## config.mk

```make
export PLATFORM = sky130hd
export DESIGN_NAME = bound_flasher_core
export DESIGN_NICKNAME = d
export VERILOG_FILES = /design/src/rtl/bound_flasher_core.sv
export SDC_FILE = /design/constraint.sdc
export NUM_CORES = 1
export LEC_CHECK = 0
export ABC_AREA = 1
export CORE_ASPECT_RATIO = 0.7
export CORE_UTILIZATION = 52
export DETAILED_ROUTE_END_ITERATION = 8
export PLACE_DENSITY = 0.89
export SYNTH_ARGS = -nofsm -noshare
export SYNTH_HDL_FRONTEND = slang
export SYNTH_SLANG_ARGS = --single-unit
```

## constraint.sdc

```tcl
create_clock -name div_clk -period 1.93 [get_ports div_clk]
set_clock_uncertainty 0.05 [all_clocks]
set_input_delay 0.386 -clock div_clk [delete_from_list [all_inputs] [get_ports div_clk]]
set_output_delay 0.386 -clock div_clk [all_outputs]
set_load 0.05 [all_outputs]
```

## src/rtl/bound_flasher_core.sv

```systemverilog
// rtl/bound_flasher_core.sv - bounded LED flasher sequencer with kickback and done pulse
module bound_flasher_core #(
  parameter int N_LED = 16,
  parameter int B1    = 5,
  parameter int B2    = 10
) (
  input  logic             div_clk,
  input  logic             rst_n,
  input  logic             en,
  input  logic             clr,
  input  logic             flick,
  output logic [N_LED-1:0] led,
  output logic [2:0]       state,
  output logic             busy,
  output logic             done
);

  localparam int CW = $clog2(N_LED + 1);

  localparam logic [2:0] IDLE      = 3'd0;
  localparam logic [2:0] UP_ALL    = 3'd1;
  localparam logic [2:0] DOWN_MID  = 3'd2;
  localparam logic [2:0] UP_MID    = 3'd3;
  localparam logic [2:0] DOWN_ZERO = 3'd4;
  localparam logic [2:0] UP_LOW    = 3'd5;
  localparam logic [2:0] DOWN_LOW  = 3'd6;

  localparam logic [CW-1:0] C_ZERO = '0;
  localparam logic [CW-1:0] C_ONE  = CW'(1);
  localparam logic [CW-1:0] C_N    = CW'(N_LED);
  localparam logic [CW-1:0] C_NM1  = CW'(N_LED - 1);
  localparam logic [CW-1:0] C_B1   = CW'(B1);
  localparam logic [CW-1:0] C_B1P1 = CW'(B1 + 1);
  localparam logic [CW-1:0] C_B1M1 = CW'(B1 - 1);
  localparam logic [CW-1:0] C_B2   = CW'(B2);
  localparam logic [CW-1:0] C_B2M1 = CW'(B2 - 1);

  logic [CW-1:0] count, count_nx;
  logic [2:0]    state_nx;
  logic          done_nx;

  always_comb begin
    state_nx = state;
    count_nx = count;
    done_nx  = 1'b0;
    if (clr) begin
      state_nx = IDLE;
      count_nx = C_ZERO;
    end else if (en) begin
      case (state)
        IDLE: begin
          state_nx = flick ? UP_ALL : IDLE;
          count_nx = C_ZERO;
        end
        UP_ALL: begin
          if (count < C_N) count_nx = count + C_ONE;
          else begin
            state_nx = DOWN_MID;
            count_nx = C_NM1;
          end
        end
        // At B1 a held flick sends the pattern back up to full scale
        DOWN_MID: begin
          if (count > C_B1) count_nx = count - C_ONE;
          else begin
            state_nx = flick ? UP_ALL : UP_MID;
            count_nx = C_B1P1;
          end
        end
        UP_MID: begin
          if (count < C_B2) count_nx = count + C_ONE;
          else begin
            state_nx = DOWN_ZERO;
            count_nx = C_B2M1;
          end
        end
        DOWN_ZERO: begin
          if (flick && count == C_B1) begin
            state_nx = UP_MID;
            count_nx = C_B1P1;
          end else if (count == C_ZERO) begin
            state_nx = flick ? UP_MID : UP_LOW;
            count_nx = C_ONE;
          end else begin
            count_nx = count - C_ONE;
          end
        end
        UP_LOW: begin
          if (count < C_B1) count_nx = count + C_ONE;
          else begin
            state_nx = DOWN_LOW;
            count_nx = C_B1M1;
          end
        end
        DOWN_LOW: begin
          if (count != C_ZERO) count_nx = count - C_ONE;
          else begin
            state_nx = IDLE;
            count_nx = C_ZERO;
            done_nx  = 1'b1;
          end
        end
        default: begin
          state_nx = IDLE;
          count_nx = C_ZERO;
        end
      endcase
    end
  end

  always_ff @(posedge div_clk or negedge rst_n) begin
    if (!rst_n) begin
      state <= IDLE;
      count <= C_ZERO;
      done  <= 1'b0;
    end else begin
      state <= state_nx;
      count <= count_nx;
      done  <= done_nx;
    end
  end

  // Thermometer decode: LED i lights while the count is above i
  for (genvar i = 0; i < N_LED; i++) begin : g_led
    assign led[i] = (count > CW'(i));
  end

  assign busy = (state != IDLE);

endmodule
```

==> results.json, run 1 <==
{
  "place_area_mm2": 0.00182,
  "syn_area_mm2": 0.00132,
  "synth.distinct_cells": 27,
  "tool.error": "[ERROR GRT-0232] Routing congestion too high. Check the congestion heatmap in the GUI.",
  "endpoint_type": "primary output",
  "cts.root.buffer_cell": "clkbuf_4",
  "die_w_um": 62.1,
  "track_usage": 0.604,
  "grt_max_degree": 12,
  "cts_buffers": 3,
  "gp_congestion": 0.966,
  "yosysWarnings": 0,
  "worst_endpoint": "led[1]",
  "htree_levels": 1,
  "clock_path_buffers": 2,
  "place_hpwl_um": 3180,
  "io_buffers": 25,
  "clkSinkCount": 9,
  "holdBufCountCts": 0,
  "avgSynthCellArea_um2": 6.24,
  "stop_stage": "global routing (5_1_grt)",
  "status": "stopped before the end",
  "rows": 14,
  "start_util": 0.583,
  "grt_overflow": 3,
  "synth-seq-cells": 9,
  "synth_nets": 222,
  "postSynthCellCount": 211,
  "die_h_um": 44.1,
  "ios": 26,
  "yosysSeqAreaShare": 0.171
}
## cells by family after synthesis
kind of cell	after synthesis	share of synthesized area
buffers and inverters	34	0.128
adders and majority gates	6	0.0570
DFF	9	0.171
and+or+nand+nor	139	0.543
xor gates and xnor gates	1	0.00666
AOI/OAI and AO/OA	22	0.0941
## cell usage after synthesis
library cell	instances	area, um2
buf_4	1	7.51
o211ai_1	1	7.51
nand2_4	4	45.0
buf_6	4	45.0
ha_1	6	75.1
o21ai_2	1	8.76
xor2_1	1	8.76
inv_1	20	75.1
o31ai_1	1	7.51
nand2_1	63	236
dfrtp_1	9	225
inv_4	2	12.5
nand2_2	9	56.3
o21ai_0	10	50.1
a31oi_1	1	6.26
nor2_4	4	45.0
nor2_8	2	40.0
a41oi_1	1	8.76
nor2_1	24	90.1
buf_2	2	10.0
nor2_2	4	25.0
nand3_1	19	95.1
inv_2	4	15.0
a21oi_1	7	35.0
nand3_2	5	50.1
nand4_1	5	31.3
clkinv_1	1	3.75
## routing by layer
metal  GRT usage  overflow
met2       0.829         1
met3       0.394         0
met5           0         0
met1       0.617         0
met4       0.628         2
## through the flow
| step | setup slack, ns | utilization | cells |
|---|---|---|---|
| 4_1_cts | -0.0247 | 0.879 | 282 |
| 3_5_place_dp | 0.0275 | 0.807 | 270 |
| 3_3_place_gp | 0.118 | 0.807 | 270 |
| 2_1_floorplan | -0.176 | - | 211 |
## what timing repair did
action | 4_1_cts
setup endpoints to repair | 10
pin swaps | 5
resized for setup | 28
buffers inserted | 8
==> inputs of run 2 (changes only) <==
--- a/config.mk
+++ b/config.mk
@@ -6,10 +6,10 @@
 export NUM_CORES = 1
 export LEC_CHECK = 0
 export ABC_AREA = 1
-export CORE_ASPECT_RATIO = 0.7
-export CORE_UTILIZATION = 52
+export CORE_AREA = 2 2 63 65
 export DETAILED_ROUTE_END_ITERATION = 8
-export PLACE_DENSITY = 0.89
+export DIE_AREA = 0 0 65 67
+export PLACE_DENSITY_LB_ADDON = 0.15
 export SYNTH_ARGS = -nofsm -noshare
 export SYNTH_HDL_FRONTEND = slang
 export SYNTH_SLANG_ARGS = --single-unit
==> results.json, run 2 <==
{
  "status": "completed",
  "crit_type": "reg2out",
  "start_util": 0.365,
  "num_vias": 1486,
  "place_hpwl_um": 3080,
  "rsz0062_at_grt": "yes",
  "fillCellCount": 332,
  "clk_pin_slew_worst_paths_ns": 0.04,
  "top_register": "count",
  "worst_slew_pin_slew_ns": 0.511,
  "core_mm2": 0.00361,
  "drt_pass1_iterations": 4,
  "dr.first_iter.drc_count": 34,
  "fin_util": 0.588,
  "clkSinkCount": 9,
  "p_leak_nw": 1.06,
  "top_usage_layer": "met2",
  "total_power_w": 0.000604,
  "track_usage": 0.187,
  "setup_slack_ns": 0.0190,
  "diodes": 0,
  "final_cell_mix": "nand2_1 (62), nor2_1 (22), buf_12 (20)",
  "final_antenna_net_count": 0,
  "antenna_found_initial": 0,
  "cp.required_ns": 1.49,
  "drive_gt1_frac": 0.404,
  "synth_edf_count": 0,
  "worst_setup_path_end_kind": "output pin",
  "die_w_um": 65,
  "final_common_cell": "nand2_1",
  "globalRouteMet2Util": 0.320,
  "top_regs": "count x5, state x3, done x1",
  "yosys-top-cells-area": "nand2_1 (18%), dfrtp_1 (17%), nand3_1 (7.2%), nor2_1 (6.8%), ha_1 (5.7%)",
  "clkPwrFrac": 0.360,
  "largest_reg_flops": 5,
  "power.density_mw_per_mm2": 285,
  "die_h_um": 67,
  "syn_area_mm2": 0.00132,
  "finalCritPeriodShare": 0.990,
  "yosysWarnings": 0,
  "yosysSeqAreaShare": 0.171,
  "seq_power_share": 0.339,
  "nets": 267,
  "use_met3": 0.0338,
  "cp.arrival_ns": 1.48,
  "ys_top_cells_by_count": "nand2_1 (63), nor2_1 (24), inv_1 (20)",
  "wl_per_cell_um": 13.1,
  "critPathMaxFanout": 6,
  "period_minus_slack_ns": 1.91,
  "grt_max_degree": 12,
  "final-setup-viol-count": 0,
  "multi_input_area_mm2": 0.00105,
  "drv_cap": 0,
  "post-place-ws_ns": 0.125,
  "grt_pass1_wl_um": 6260,
  "holdBufCountCts": 0,
  "p_int_w": 0.000409,
  "ios": 26,
  "grt_pass1_vias": 1293,
  "io_buffers": 25,
  "grt_overflow": 0,
  "syn_to_final_growth_pct": 61.2,
  "drv_slew": 0,
  "slew_headroom": 0.659,
  "layout.area.seq_um2": 230,
  "postSynthCellCount": 211,
  "synth.distinct_cells": 27,
  "via_per_inst": 4.90,
  "comb_power_share": 0.302,
  "p_sw_frac": 0.322,
  "avgSynthCellArea_um2": 6.24,
  "cts_buffers": 3,
  "synth_top_area_frac": 0.180,
  "clock.fmax_mhz": 523,
  "synth-seq-cells": 9,
  "synth_flop_cell": "dfrtp_1",
  "use_met1": 0.242,
  "htree_levels": 1,
  "design.die.area_mm2": 0.00436,
  "cts.root.buffer_cell": "clkbuf_8",
  "synthArstFlopShare": 1.00,
  "clock_path_buffers": 2,
  "wl_um": 3980,
  "peakVddDrop_v": 0.000222,
  "clk_latency_ns": 0.23,
  "hp-class": "in2async",
  "synth.largest_area_cell": "nand2_1",
  "gp_congestion": 0.876,
  "start_kind": "flop",
  "switchingPower_w": 0.000195,
  "tritoncts": "built",
  "finalHoldViolCount": 0,
  "drc_errors": 0,
  "synth_nets": 222,
  "rows": 22,
  "synthMostInstantiatedCell": "nand2_1"
}
run 2: cell counts after synthesis:
No cell type changed its count.
run 2: logic make-up after synthesis:
| group | Yosys count | synth area share |
|---|---|---|
| and+or+nand+nor | 139 | 0.543 |
| buffers and inverters | 34 | 0.128 |
| AOI/OAI and AO/OA | 22 | 0.0941 |
| DFF | 9 | 0.171 |
| adders and majority gates | 6 | 0.0570 |
| xor gates and xnor gates | 1 | 0.00666 |
run 2: power by group through the flow:
| stage | clock network (W) | logic [W] | registers (W) |
|---|---|---|---|
| 4_1_cts | 0.000222 | 0.000177 | 0.000205 |
| 5_1_grt | 0.000239 | 0.000198 | 0.000205 |
| 3_5_place_dp | 0 | 0.000174 | 0.000207 |
| 6_report | 0.000217 | 0.000182 | 0.000205 |
| 2_1_floorplan | 0 | 0.0000993 | 0.000213 |
| 3_3_place_gp | 0 | 0.000174 | 0.000206 |
run 2: path summary, 6_finish.rpt:
| kind | from | end | slack, ns | depth (start not counted) |
|---|---|---|---|---|
| setup / recovery | count[4] | led[11] | 0.02 | 4 |
| hold / removal | rst_n | count[3] | 0.40 | 1 |
| setup reg to reg | count[3] | count[3] | 0.14 | 11 |
| hold reg to reg | count[1] | count[1] | 0.53 | 2 |
| max in group asynchronous | rst_n | count[1] | 1.12 | 1 |
| min in group div_clk | count[1] | count[1] | 0.53 | 2 |
run 2: timing repair:
item / 4_1_cts / 5_1_grt
buffers inserted: 1 / 11
gates resized for setup: 15 / 18
endpoints found under the setup margin: 7 / 13
pin swaps: 3 / 10
hold endpoints to repair: 0 / 0
run 2: final cells by class:
cell class,count,area share
sequential,9,0.108
inverter,27,0.0531
timing repair buffer,47,0.295
tap,48,0.0283
multi-input combinational,168,0.494
clock buffer,4,0.0212
run 2: stage by stage:
step	instances	setup TNS, ns	hold WS (ns)	area (um2)
finish	303	0	0.401	2120
global route	303	-0.283	0.435	2120
CTS	292	-0.0178	0.411	1950
global placement	287	0	0.456	1850
floorplan	211	-0.176	0.0404	1340
detailed placement	287	0	0.457	1850
run 2: per-layer routing:
metal  vias up  share of wire
li1        760              -
met1       673           0.42
met2        47           0.51
met3         6          0.047
met4         0          0.017
met5         -              0
run 2: critical path: stages, from the launching register on:
cell and delay (ns):
dfrtp_2 0.48, nor2_1 0.24, a41oi_2 0.17, a21oi_2 0.19, buf_12 0.15
Power figures use the tool's default switching activity.
